<file path="config.mk">
export PLATFORM = sky130hd
export DESIGN_NAME = dadda_mul_arbiter_flat
export DESIGN_NICKNAME = d
export VERILOG_FILES = /design/src/rtl/dadda_mul_arbiter_if.sv /design/src/rtl/dadda_mul_arbiter.sv /design/src/flat_wrapper.sv
export SDC_FILE = /design/constraint.sdc
export NUM_CORES = 1
export LEC_CHECK = 0
export CAP_MARGIN = 30
export CORE_MARGIN = 4
export CORE_UTILIZATION = 42
export CTS_BUF_LIST = sky130_fd_sc_hd__clkbuf_2
export DETAILED_ROUTE_END_ITERATION = 8
export PLACE_DENSITY = 0.87
export REMOVE_ABC_BUFFERS = 1
export SLEW_MARGIN = 20
export SYNTH_ARGS = -nofsm -noshare
export SYNTH_HDL_FRONTEND = slang
export SYNTH_SLANG_ARGS = --single-unit
</file>
<file path="constraint.sdc">
create_clock -name wb_clk_i -period 5.7 [get_ports wb_clk_i]
set_clock_uncertainty 0.1 [all_clocks]
set_input_delay 1.71 -clock wb_clk_i [delete_from_list [all_inputs] [get_ports wb_clk_i]]
set_output_delay 1.71 -clock wb_clk_i [all_outputs]
set_load 0.02 [all_outputs]
</file>
<file path="src/rtl/dadda_mul_arbiter_if.sv">
// Request/response bus between the requesters, the consumer and the multiplier arbiter.
// master: requester/consumer side; slave: arbiter side.
interface dadda_mul_arbiter_if #(
    parameter int N_REQ = 4,
    parameter int OP_W  = 8
);
    localparam int ID_W = (N_REQ > 1) ? $clog2(N_REQ) : 1;

    logic [N_REQ-1:0]      req_valid;
    logic [N_REQ-1:0]      req_ready;
    logic [N_REQ*OP_W-1:0] req_a;
    logic [N_REQ*OP_W-1:0] req_b;
    logic                  rsp_valid;
    logic                  rsp_ready;
    logic [2*OP_W-1:0]     rsp_data;
    logic [ID_W-1:0]       rsp_id;

    modport master (
        output req_valid, req_a, req_b, rsp_ready,
        input  req_ready, rsp_valid, rsp_data, rsp_id
    );

    modport slave (
        input  req_valid, req_a, req_b, rsp_ready,
        output req_ready, rsp_valid, rsp_data, rsp_id
    );
endinterface

</file>
<file path="src/rtl/dadda_mul_arbiter.sv">
// Round-robin arbiter sharing one combinational OP_W x OP_W multiplier among
// N_REQ requesters. One operation in flight; the product is captured after
// MUL_LAT enabled cycles and returned with the originating requester id.
// Optional feature macro: MUL_ARB_PERF_EN adds a 16-bit completed-op counter (op_count).
module dadda_mul_arbiter #(
    parameter int N_REQ   = 4,
    parameter int OP_W    = 8,
    parameter int MUL_LAT = 1
) (
    input  logic                 wb_clk_i,
    input  logic                 wb_rst_i,
    dadda_mul_arbiter_if.slave   bus,
    output logic                 mul_enable,
    output logic [OP_W-1:0]      mul_a,
    output logic [OP_W-1:0]      mul_b,
    input  logic [2*OP_W-1:0]    mul_out,
`ifdef MUL_ARB_PERF_EN
    output logic [15:0]          op_count,
`endif
    output logic                 busy
);
    localparam int ID_W  = (N_REQ > 1) ? $clog2(N_REQ) : 1;
    localparam int CNT_W = (MUL_LAT > 1) ? $clog2(MUL_LAT + 1) : 1;

    typedef enum logic [1:0] {
        ST_IDLE  = 2'd0,
        ST_ISSUE = 2'd1,
        ST_RESP  = 2'd2
    } state_t;

    state_t              r_state;
    state_t              w_next;
    logic [ID_W-1:0]     r_ptr;
    logic [ID_W-1:0]     r_id;
    logic [CNT_W-1:0]    r_cnt;
    logic [OP_W-1:0]     r_mul_a;
    logic [OP_W-1:0]     r_mul_b;
    logic                r_rsp_valid;
    logic [2*OP_W-1:0]   r_rsp_data;
    logic [ID_W-1:0]     r_rsp_id;

    logic                w_grant_any;
    logic [ID_W-1:0]     w_grant_id;
    logic [N_REQ-1:0]    w_grant_oh;
    logic [ID_W-1:0]     w_ptr_next;
    logic [OP_W-1:0]     w_sel_a;
    logic [OP_W-1:0]     w_sel_b;
    logic                w_last;

    // Round-robin search: first valid requester at or after the pointer, wrapping.
    always_comb begin
        int unsigned idx;
        w_grant_any = 1'b0;
        w_grant_id  = '0;
        idx         = 0;
        for (int unsigned k = 0; k < N_REQ; k++) begin
            idx = int'(r_ptr) + k;
            if (idx >= N_REQ) begin
                idx = idx - N_REQ;
            end
            if (!w_grant_any && bus.req_valid[idx]) begin
                w_grant_any = 1'b1;
                w_grant_id  = idx[ID_W-1:0];
            end
        end
    end

    assign w_grant_oh = w_grant_any ? ({{(N_REQ-1){1'b0}}, 1'b1} << w_grant_id) : '0;
    assign w_ptr_next = (w_grant_id == ID_W'(N_REQ - 1)) ? '0 : w_grant_id + 1'b1;
    assign w_sel_a    = bus.req_a[w_grant_id*OP_W +: OP_W];
    assign w_sel_b    = bus.req_b[w_grant_id*OP_W +: OP_W];
    assign w_last     = (r_cnt == CNT_W'(1));

    // FSM state register.
    always_ff @(posedge wb_clk_i or posedge wb_rst_i) begin
        if (wb_rst_i) begin
            r_state <= ST_IDLE;
        end else begin
            r_state <= w_next;
        end
    end

    // FSM next-state: accept in IDLE, count down in ISSUE, wait for consumer in RESP.
    always_comb begin
        w_next = r_state;
        case (r_state)
            ST_IDLE:  if (w_grant_any)   w_next = ST_ISSUE;
            ST_ISSUE: if (w_last)        w_next = ST_RESP;
            ST_RESP:  if (bus.rsp_ready) w_next = ST_IDLE;
            default:  w_next = ST_IDLE;
        endcase
    end

    // Datapath: operand/id latch on accept, latency count, product capture, response hold.
    always_ff @(posedge wb_clk_i or posedge wb_rst_i) begin
        if (wb_rst_i) begin
            r_ptr       <= '0;
            r_id        <= '0;
            r_cnt       <= '0;
            r_mul_a     <= '0;
            r_mul_b     <= '0;
            r_rsp_valid <= 1'b0;
            r_rsp_data  <= '0;
            r_rsp_id    <= '0;
        end else begin
            case (r_state)
                ST_IDLE: begin
                    if (w_grant_any) begin
                        r_mul_a <= w_sel_a;
                        r_mul_b <= w_sel_b;
                        r_id    <= w_grant_id;
                        r_ptr   <= w_ptr_next;
                        r_cnt   <= CNT_W'(MUL_LAT);
                    end
                end
                ST_ISSUE: begin
                    r_cnt <= r_cnt - 1'b1;
                    if (w_last) begin
                        r_rsp_data  <= mul_out;
                        r_rsp_id    <= r_id;
                        r_rsp_valid <= 1'b1;
                    end
                end
                ST_RESP: begin
                    if (bus.rsp_ready) begin
                        r_rsp_valid <= 1'b0;
                    end
                end
                default: ;
            endcase
        end
    end

`ifdef MUL_ARB_PERF_EN
    logic [15:0] r_op_count;

    // Completed-operation counter; wraps naturally at 16 bits.
    always_ff @(posedge wb_clk_i or posedge wb_rst_i) begin
        if (wb_rst_i) begin
            r_op_count <= '0;
        end else if (r_rsp_valid && bus.rsp_ready) begin
            r_op_count <= r_op_count + 16'd1;
        end
    end

    assign op_count = r_op_count;
`endif

    // Grant only in IDLE and never while reset is asserted.
    assign bus.req_ready = ((r_state == ST_IDLE) && !wb_rst_i) ? w_grant_oh : '0;
    assign bus.rsp_valid = r_rsp_valid;
    assign bus.rsp_data  = r_rsp_data;
    assign bus.rsp_id    = r_rsp_id;
    assign mul_enable    = (r_state == ST_ISSUE);
    assign mul_a         = r_mul_a;
    assign mul_b         = r_mul_b;
    assign busy          = (r_state != ST_IDLE);

endmodule
</file>
<file path="src/flat_wrapper.sv">
// flat-port wrapper written by rule: the top's interface ports become plain ports
module dadda_mul_arbiter_flat 
#(
    parameter int N_REQ   = 4,
    parameter int OP_W    = 8,
    parameter int MUL_LAT = 1
)
  (wb_clk_i, wb_rst_i, mul_enable, mul_a, mul_b, mul_out, busy, bus_req_valid, bus_req_a, bus_req_b, bus_rsp_ready, bus_req_ready, bus_rsp_valid, bus_rsp_data, bus_rsp_id);
  dadda_mul_arbiter_if #(.N_REQ(N_REQ), .OP_W(OP_W)) bus_i ();
  input  logic wb_clk_i;
  input  logic wb_rst_i;
  output logic mul_enable;
  output logic [OP_W-1:0] mul_a;
  output logic [OP_W-1:0] mul_b;
  input  logic [2*OP_W-1:0] mul_out;
  output logic busy;
  input wire logic [$bits(bus_i.req_valid)-1:0] bus_req_valid;
  input wire logic [$bits(bus_i.req_a)-1:0] bus_req_a;
  input wire logic [$bits(bus_i.req_b)-1:0] bus_req_b;
  input wire logic [$bits(bus_i.rsp_ready)-1:0] bus_rsp_ready;
  output wire logic [$bits(bus_i.req_ready)-1:0] bus_req_ready;
  output wire logic [$bits(bus_i.rsp_valid)-1:0] bus_rsp_valid;
  output wire logic [$bits(bus_i.rsp_data)-1:0] bus_rsp_data;
  output wire logic [$bits(bus_i.rsp_id)-1:0] bus_rsp_id;
  assign bus_i.req_valid = bus_req_valid;
  assign bus_i.req_a = bus_req_a;
  assign bus_i.req_b = bus_req_b;
  assign bus_i.rsp_ready = bus_rsp_ready;
  assign bus_req_ready = bus_i.req_ready;
  assign bus_rsp_valid = bus_i.rsp_valid;
  assign bus_rsp_data = bus_i.rsp_data;
  assign bus_rsp_id = bus_i.rsp_id;
  dadda_mul_arbiter #(.N_REQ(N_REQ), .OP_W(OP_W), .MUL_LAT(MUL_LAT)) u_core (.wb_clk_i(wb_clk_i), .wb_rst_i(wb_rst_i), .bus(bus_i), .mul_enable(mul_enable), .mul_a(mul_a), .mul_b(mul_b), .mul_out(mul_out), .busy(busy));
endmodule
</file>
==> run metrics <==
run status=completed; Root Driver=clkbuf_2; die area=roughly 6500 um2; Pre-Repair DR Iteration Count=4; post-synth cell types=36; Clk pwr share=0.068; EDFF count, synth=0; Initial Util=0.436; Post-Route WL=slightly below 7 mm; cell with the most instances on the worst path=clkdlybuf4s50_1; NetSw=roughly 770 uW; register area share after synthesis=0.472; Rows=26; die width=80.8 um; Synth-to-Final Area Change=61.5%; Period minus WS final=5560 ps; DRC=0; combinational power share=0.630; routed vias=approximately 2,100; max incr delay on CP=roughly 530 ps; WL per Instance=17.3 um; critical path required time=just under 4000 ps; overflow left after global routing=0; Sw Share=0.426; RSZ-0062 raised after global routing=no; number of global-route vias before repair=2,154; CTS Buffer Depth=2; I/O pin count=approximately 130; worst skew pair latency=roughly 400 ps; share of cells above drive strength 1=0.158; Worst setup SP type=primary input; critical path's top delay family=buffers and inverters; n_diodes=0; # setup viols final=0; slowest cell on the critical path=clkdlybuf4s50_1; gp weighted congestion=between 0.8 and 0.9; Async S/R FF share, synth=1.00; Post-Place Worst Slack=-8.18 ps; Yosys warnings=0; Bufs and invs on worst path=2; ys flop type=dfrtp_1; Final Slew Violations=0; Min Hold Slack=398 ps; Syn Inst Count=193; Hold Path Class=reg2reg; #FFs+latches synth=42; crit-path max FO=15; first-pass GRT wire length=10.3 mm; Worst Max-Slew Pin Slew=between 700 and 800 ps; final hold vios=0; fin crit share=0.975; 1st-iter DRT viols=just under 90; Placeable Area=between 5000 and 6000 um2; H-Tree Depth=2; kind of critical path=in2out; GR Util All Layers=0.209; Pint=1.03 mW; post-DP HPWL=5.16 mm; Clock Sinks=42; f_max=between 150 and 200 MHz; synthesized cell area=between 2000 and 2500 um2; Final ANT Viol Nets=0; TritonCTS clock tree=done; Pwr per Cell Area=about 500 nW/um2; TritonCTS Buffers=5; Die H=just over 80 um; Port Buffers=roughly 130; Final WS setup=around 140 ps; Cell Chain, Critical Path=clkdlybuf4s50_1 > or3_1 > nor2_1 > nor2_4 > and3_1 > clkdlybuf4s50_1; Worst-path clk slew=approximately 210 ps; Vias/cell=around 5.3; Mapped Avg Cell Area=roughly 12 um2; Reg power frac=0.302; maximum vdd drop=0.354 mV; crit path capture type=output port; Rel. slew slack=0.469; antenna violations before repair=0; nets=about 400; MaxCap Viol Count=0; Worst EP arrival=3750 ps; largest net degree at the start of global routing=33; Pleak=1.52 nW
[kinds of logic after synthesis]
group | count (synthesis) | synth area share
buffers and inverters | 15 | 0.0450
flip-flops | 42 | 0.472
multiplexers | 35 | 0.168
XOR/XNOR | 1 | 0.00394
AO/OA/AOI/OAI | 48 | 0.190
AND/OR/NAND/NOR | 51 | 0.115
adder cells (fa/ha/maj) | 1 | 0.00562
[worst register-to-register path: stages (launching register included)]
cell and delay [ps]:
dfrtp_1 460, or2_1 300, nor2_4 330, nand2_1 450, o22ai_1 320
[stage by stage]
stage / instance area [um2] / cells / power [mW] / utilization / TNS, ps
finish: 3590 / 392 / 1.80 / 0.703 / 0
global route: 3590 / 392 / 1.92 / 0.703 / 0
CTS: 3590 / 392 / 1.82 / 0.703 / 0
detailed placement: 3550 / 385 / 1.69 / 0.695 / -9.30
global placement: 3550 / 385 / 1.66 / 0.695 / 0
floorplan: 2140 / 181 / 1.18 / - / 0
[power groups by stage]
stage	registers (mW)	clock network (mW)	logic, mW
2_1_floorplan	0.697	0	0.487
3_3_place_gp	0.542	0	1.12
3_5_place_dp	0.551	0	1.14
4_1_cts	0.543	0.129	1.15
5_1_grt	0.563	0.137	1.22
6_report	0.544	0.122	1.13
[worst paths after layout]
kind	start	end	slack [ps]	depth (start not counted)
worst min register to register	u_core.r_id[1]$_DFFE_PP0P_	u_core.r_id[1]$_DFFE_PP0P_	400	2
min in group asynchronous	wb_rst_i	u_core.r_ptr[0]$_DFFE_PP0P_	1490	2
worst max register to register	u_core.r_state[1]$_DFFE_PP0P_	u_core.mul_b[3]$_DFFE_PP0P_	3680	4
worst max-delay path	bus_req_valid[1]	bus_req_ready[0]	140	6
max in group asynchronous	wb_rst_i	u_core.mul_b[3]$_DFFE_PP0P_	3290	3
worst min-delay path	u_core.r_id[1]$_DFFE_PP0P_	u_core.r_id[1]$_DFFE_PP0P_	400	2
[layout make-up]
type,count,area [um2]
sequential,42,1050
timing repair buffer,134,1330
clock inverter,2,10.0
fill,379,1520
clock buffer,5,25.0
inverter,3,11.3
multi-input combinational,136,1080
tap,70,87.6
[cell usage in the layout, fill, tap and decap left out, types with 2 or more instances in the layout]
master	n
a21oi_1	3
mux2i_1	17
nand2_1	16
mux2_2	18
or2_1	2
and3_1	3
buf_4	7
inv_1	2
dfrtp_1	42
o21ai_0	5
nor2_1	20
a221oi_2	12
nand2b_1	2
clkinv_2	2
clkbuf_2	5
a221oi_1	4
clkdlybuf4s50_1	126
o22ai_1	16
[routing by layer]
| metal | wire, um | up-vias | GRT usage | share of wire |
|---|---|---|---|---|
| met5 | 0 | - | 0 | 0 |
| met4 | 65 | 0 | 0.0456 | 0.0096 |
| met3 | 774 | 6 | 0.0998 | 0.11 |
| met2 | 3390 | 97 | 0.372 | 0.50 |
| met1 | 2550 | 989 | 0.227 | 0.38 |
| li1 | - | 978 | - | - |
[what timing repair did]
action                                  CTS  global route
pin swaps                                 0             0
endpoints found under the setup margin    2             1
hold endpoints to repair                  0             0
gates resized for setup                   1             1
hold buffers                              0             0
setup buffers                             0             0
[flip-flops by register name, summed over array words and instances, names as in the netlist]
signal	flops
u_core.bus.rsp_data	16
u_core.bus.rsp_id	2
u_core.bus.rsp_valid	1
u_core.mul_a	8
u_core.mul_b	8
u_core.r_cnt	1
u_core.r_id	2
u_core.r_ptr	2
u_core.r_state	2
[Yosys cell counts, drive strengths merged, types with 2 or more instances]
cell type / number / share of area
dfrtp: 42 / 0.47
nor2: 22 / 0.044
mux2: 18 / 0.091
mux2i: 17 / 0.076
o22ai: 17 / 0.051
a221oi: 16 / 0.097
nand2: 16 / 0.027
buf: 10 / 0.037
o21ai: 6 / 0.013
a21oi: 4 / 0.011
and3: 3 / 0.0084
inv: 3 / 0.0051
clkbuf: 2 / 0.0034
nand2b: 2 / 0.0056
or2: 2 / 0.0056
(Power assumes the default switching activity.)
==> RTL change (same settings) <==
`MUL_LAT` is set to 1 in 2 places; all go to 2.
--- a/src/rtl/dadda_mul_arbiter.sv
+++ b/src/rtl/dadda_mul_arbiter.sv
@@ -5,7 +5,7 @@
 module dadda_mul_arbiter #(
     parameter int N_REQ   = 4,
     parameter int OP_W    = 8,
-    parameter int MUL_LAT = 1
+    parameter int MUL_LAT = 2
 ) (
     input  logic                 wb_clk_i,
     input  logic                 wb_rst_i,
--- a/src/flat_wrapper.sv
+++ b/src/flat_wrapper.sv
@@ -3,7 +3,7 @@
 #(
     parameter int N_REQ   = 4,
     parameter int OP_W    = 8,
-    parameter int MUL_LAT = 1
+    parameter int MUL_LAT = 2
 )
   (wb_clk_i, wb_rst_i, mul_enable, mul_a, mul_b, mul_out, busy, bus_req_valid, bus_req_a, bus_req_b, bus_rsp_ready, bus_req_ready, bus_rsp_valid, bus_rsp_data, bus_rsp_id);
   dadda_mul_arbiter_if #(.N_REQ(N_REQ), .OP_W(OP_W)) bus_i ();
Check against the original RTL: not equivalent (a bounded check fails within 4 cycles, from zero or initial values and one cycle with wb_rst_i high).
==> RTL change against the unedited design <==
  * Cell area increased by 2.2%
  * Power increased by 2.8%
  * Core utilization up 0.66 points
  * Wire length down 9.0%
  * Synthesized cell count is 2.6% lower
  * Sequential cell count grew 1
  * Hold slack better by 0.016 ns
  * Area after synthesis up 2.5%
  * Setup slack lost 0.015 ns
  * Critical path depth is 2 higher
  * Register-to-register slack got worse by 0.40 ns
  * Cell count shrank 2.0%
  * Largest cell class unchanged
  * Largest power group unchanged
==> RTL change: results (changes against the unedited design) <==
{
  "timing.critical_path.arrival": {"value": 3.76, "unit": "ns", "change": "about the same"},
  "signal_buffers": {"value": 130, "change": "-3.0%"},
  "dp_slack": {"value": 0.1581, "unit": "ns", "change": "+0.1663 ns"},
  "run_status": "complete, no violations",
  "cell_area_after_placement": {"value": 3560, "unit": "um^2", "change": "+0.28%"},
  "route.met2.wl": {"value": 3233, "unit": "um", "change": "-4.6%"},
  "seq_share": {"value": 0.2930, "change": "+0.0004338"},
  "synthTopCellsByCount": "sky130_fd_sc_hd__dfrtp_1 (43), sky130_fd_sc_hd__mux2i_1 (32), sky130_fd_sc_hd__nand2_1 (24), sky130_fd_sc_hd__mux2_2 (20), sky130_fd_sc_hd__o221ai_2 (10)",
  "wl_per_cell": {"value": 16.06, "unit": "um", "change": "-7.1%"},
  "cts_resized": {"value": 0, "change": "-1"},
  "dr.first_iter.drc_count": {"value": 72, "change": "-18%"},
  "cts_sinks": {"value": 43, "change": "+2.4%"},
  "shortest_period_the_worst_path_allows": {"value": 5.572, "unit": "ns", "change": "+0.01536 ns"},
  "synth-seq-area-share": {"value": 0.4717, "change": "-0.0006911"},
  "layout.clock.cell_area_share": {"value": 0.02521, "change": "+0.01546"},
  "wirelength_met1": {"value": 2400, "unit": "um", "change": "-5.8%"},
  "non_clock_buffer_area_share": {"value": 0.3557, "change": "-0.01350"},
  "layout.comb_gates.multi_input": {"value": 126, "change": "-7.4%"},
  "grt_pass1_vias": {"value": 2021, "change": "-6.2%"},
  "rrSetupSlack": {"value": 3.28, "unit": "ns", "change": "-0.40 ns"},
  "multi_input_comb_area": {"value": 1084, "unit": "um^2", "change": "+0.23%"},
  "num-nonclk-inverters": {"value": 7, "change": "+4"},
  "worst_case_hold_slack": {"value": 0.4146, "unit": "ns", "change": "+0.01622 ns"},
  "post_synth_num_cell_types": {"value": 30, "change": "-17%"},
  "num-nets-final": {"value": 403, "change": "-1.7%"},
  "track_usage": {"value": 0.1864, "change": "-0.02305"},
  "groute.layer.met1.usage": {"value": 0.2138, "change": "-0.01342"},
  "place_congestion": {"value": 0.7341, "change": "-9.2%"},
  "max_stage_delay": {"value": 0.63, "unit": "ns", "change": "+0.10 ns"},
  "path_max_fanout": {"value": 4, "change": "-11"},
  "wire_length_of_the_first_global_routing_pass": {"value": 9480, "unit": "um", "change": "-8.3%"},
  "post_drt_via_cell_ratio": {"value": 4.961, "change": "-6.1%"},
  "power.ir.vdd_worst": {"value": 0.3044, "unit": "mV", "change": "-14%"}
}
RTL change: per-stage QoR:
step	std cells	utilization
after CTS	383	0.7061
after global routing	384	0.7100
after detailed placement	375	0.6882
after floorplan	176	-
after global placement	375	0.6882
final	384	0.7100
RTL change: worst paths after layout:
path	start	end	cells past startpoint
min in group asynchronous	wb_rst_i	u_core.r_ptr[0]$_DFFE_PP0P_	2
max in group asynchronous	wb_rst_i	u_core.mul_a[7]$_DFFE_PP0P_	3
hold reg to reg	u_core.mul_b[2]$_DFFE_PP0P_	u_core.mul_b[2]$_DFFE_PP0P_	2
hold / removal	u_core.mul_b[2]$_DFFE_PP0P_	u_core.mul_b[2]$_DFFE_PP0P_	2
setup reg to reg	u_core.r_state[1]$_DFFE_PP0P_	u_core.mul_b[4]$_DFFE_PP0P_	5
setup / recovery	bus_req_valid[3]	bus_req_ready[2]	8
RTL change: worst register-to-register path, stage by stage (launching register included):
cell                       delay (ns)
sky130_fd_sc_hd__dfrtp_1         0.45
sky130_fd_sc_hd__or2_2           0.31
sky130_fd_sc_hd__a21o_1          0.21
sky130_fd_sc_hd__buf_4           0.24
sky130_fd_sc_hd__nand2b_1        0.62
sky130_fd_sc_hd__o221ai_1        0.39
RTL change: cells by family after synthesis:
family,synth area share
multiplexers,0.2392
AND/OR/NAND/NOR,0.08723
flip-flops,0.4717
AO/OA/AOI/OAI,0.1322
buffers and inverters,0.05321
adder cells (fa/ha/maj),0.01646
RTL change: report_power, final:
group / leakage, nW / internal (mW) / switching [mW]
logic: 1.03 / 0.547 / 0.550
clock network: 0.0492 / 0.118 / 0.0973
registers: 0.514 / 0.457 / 0.0810
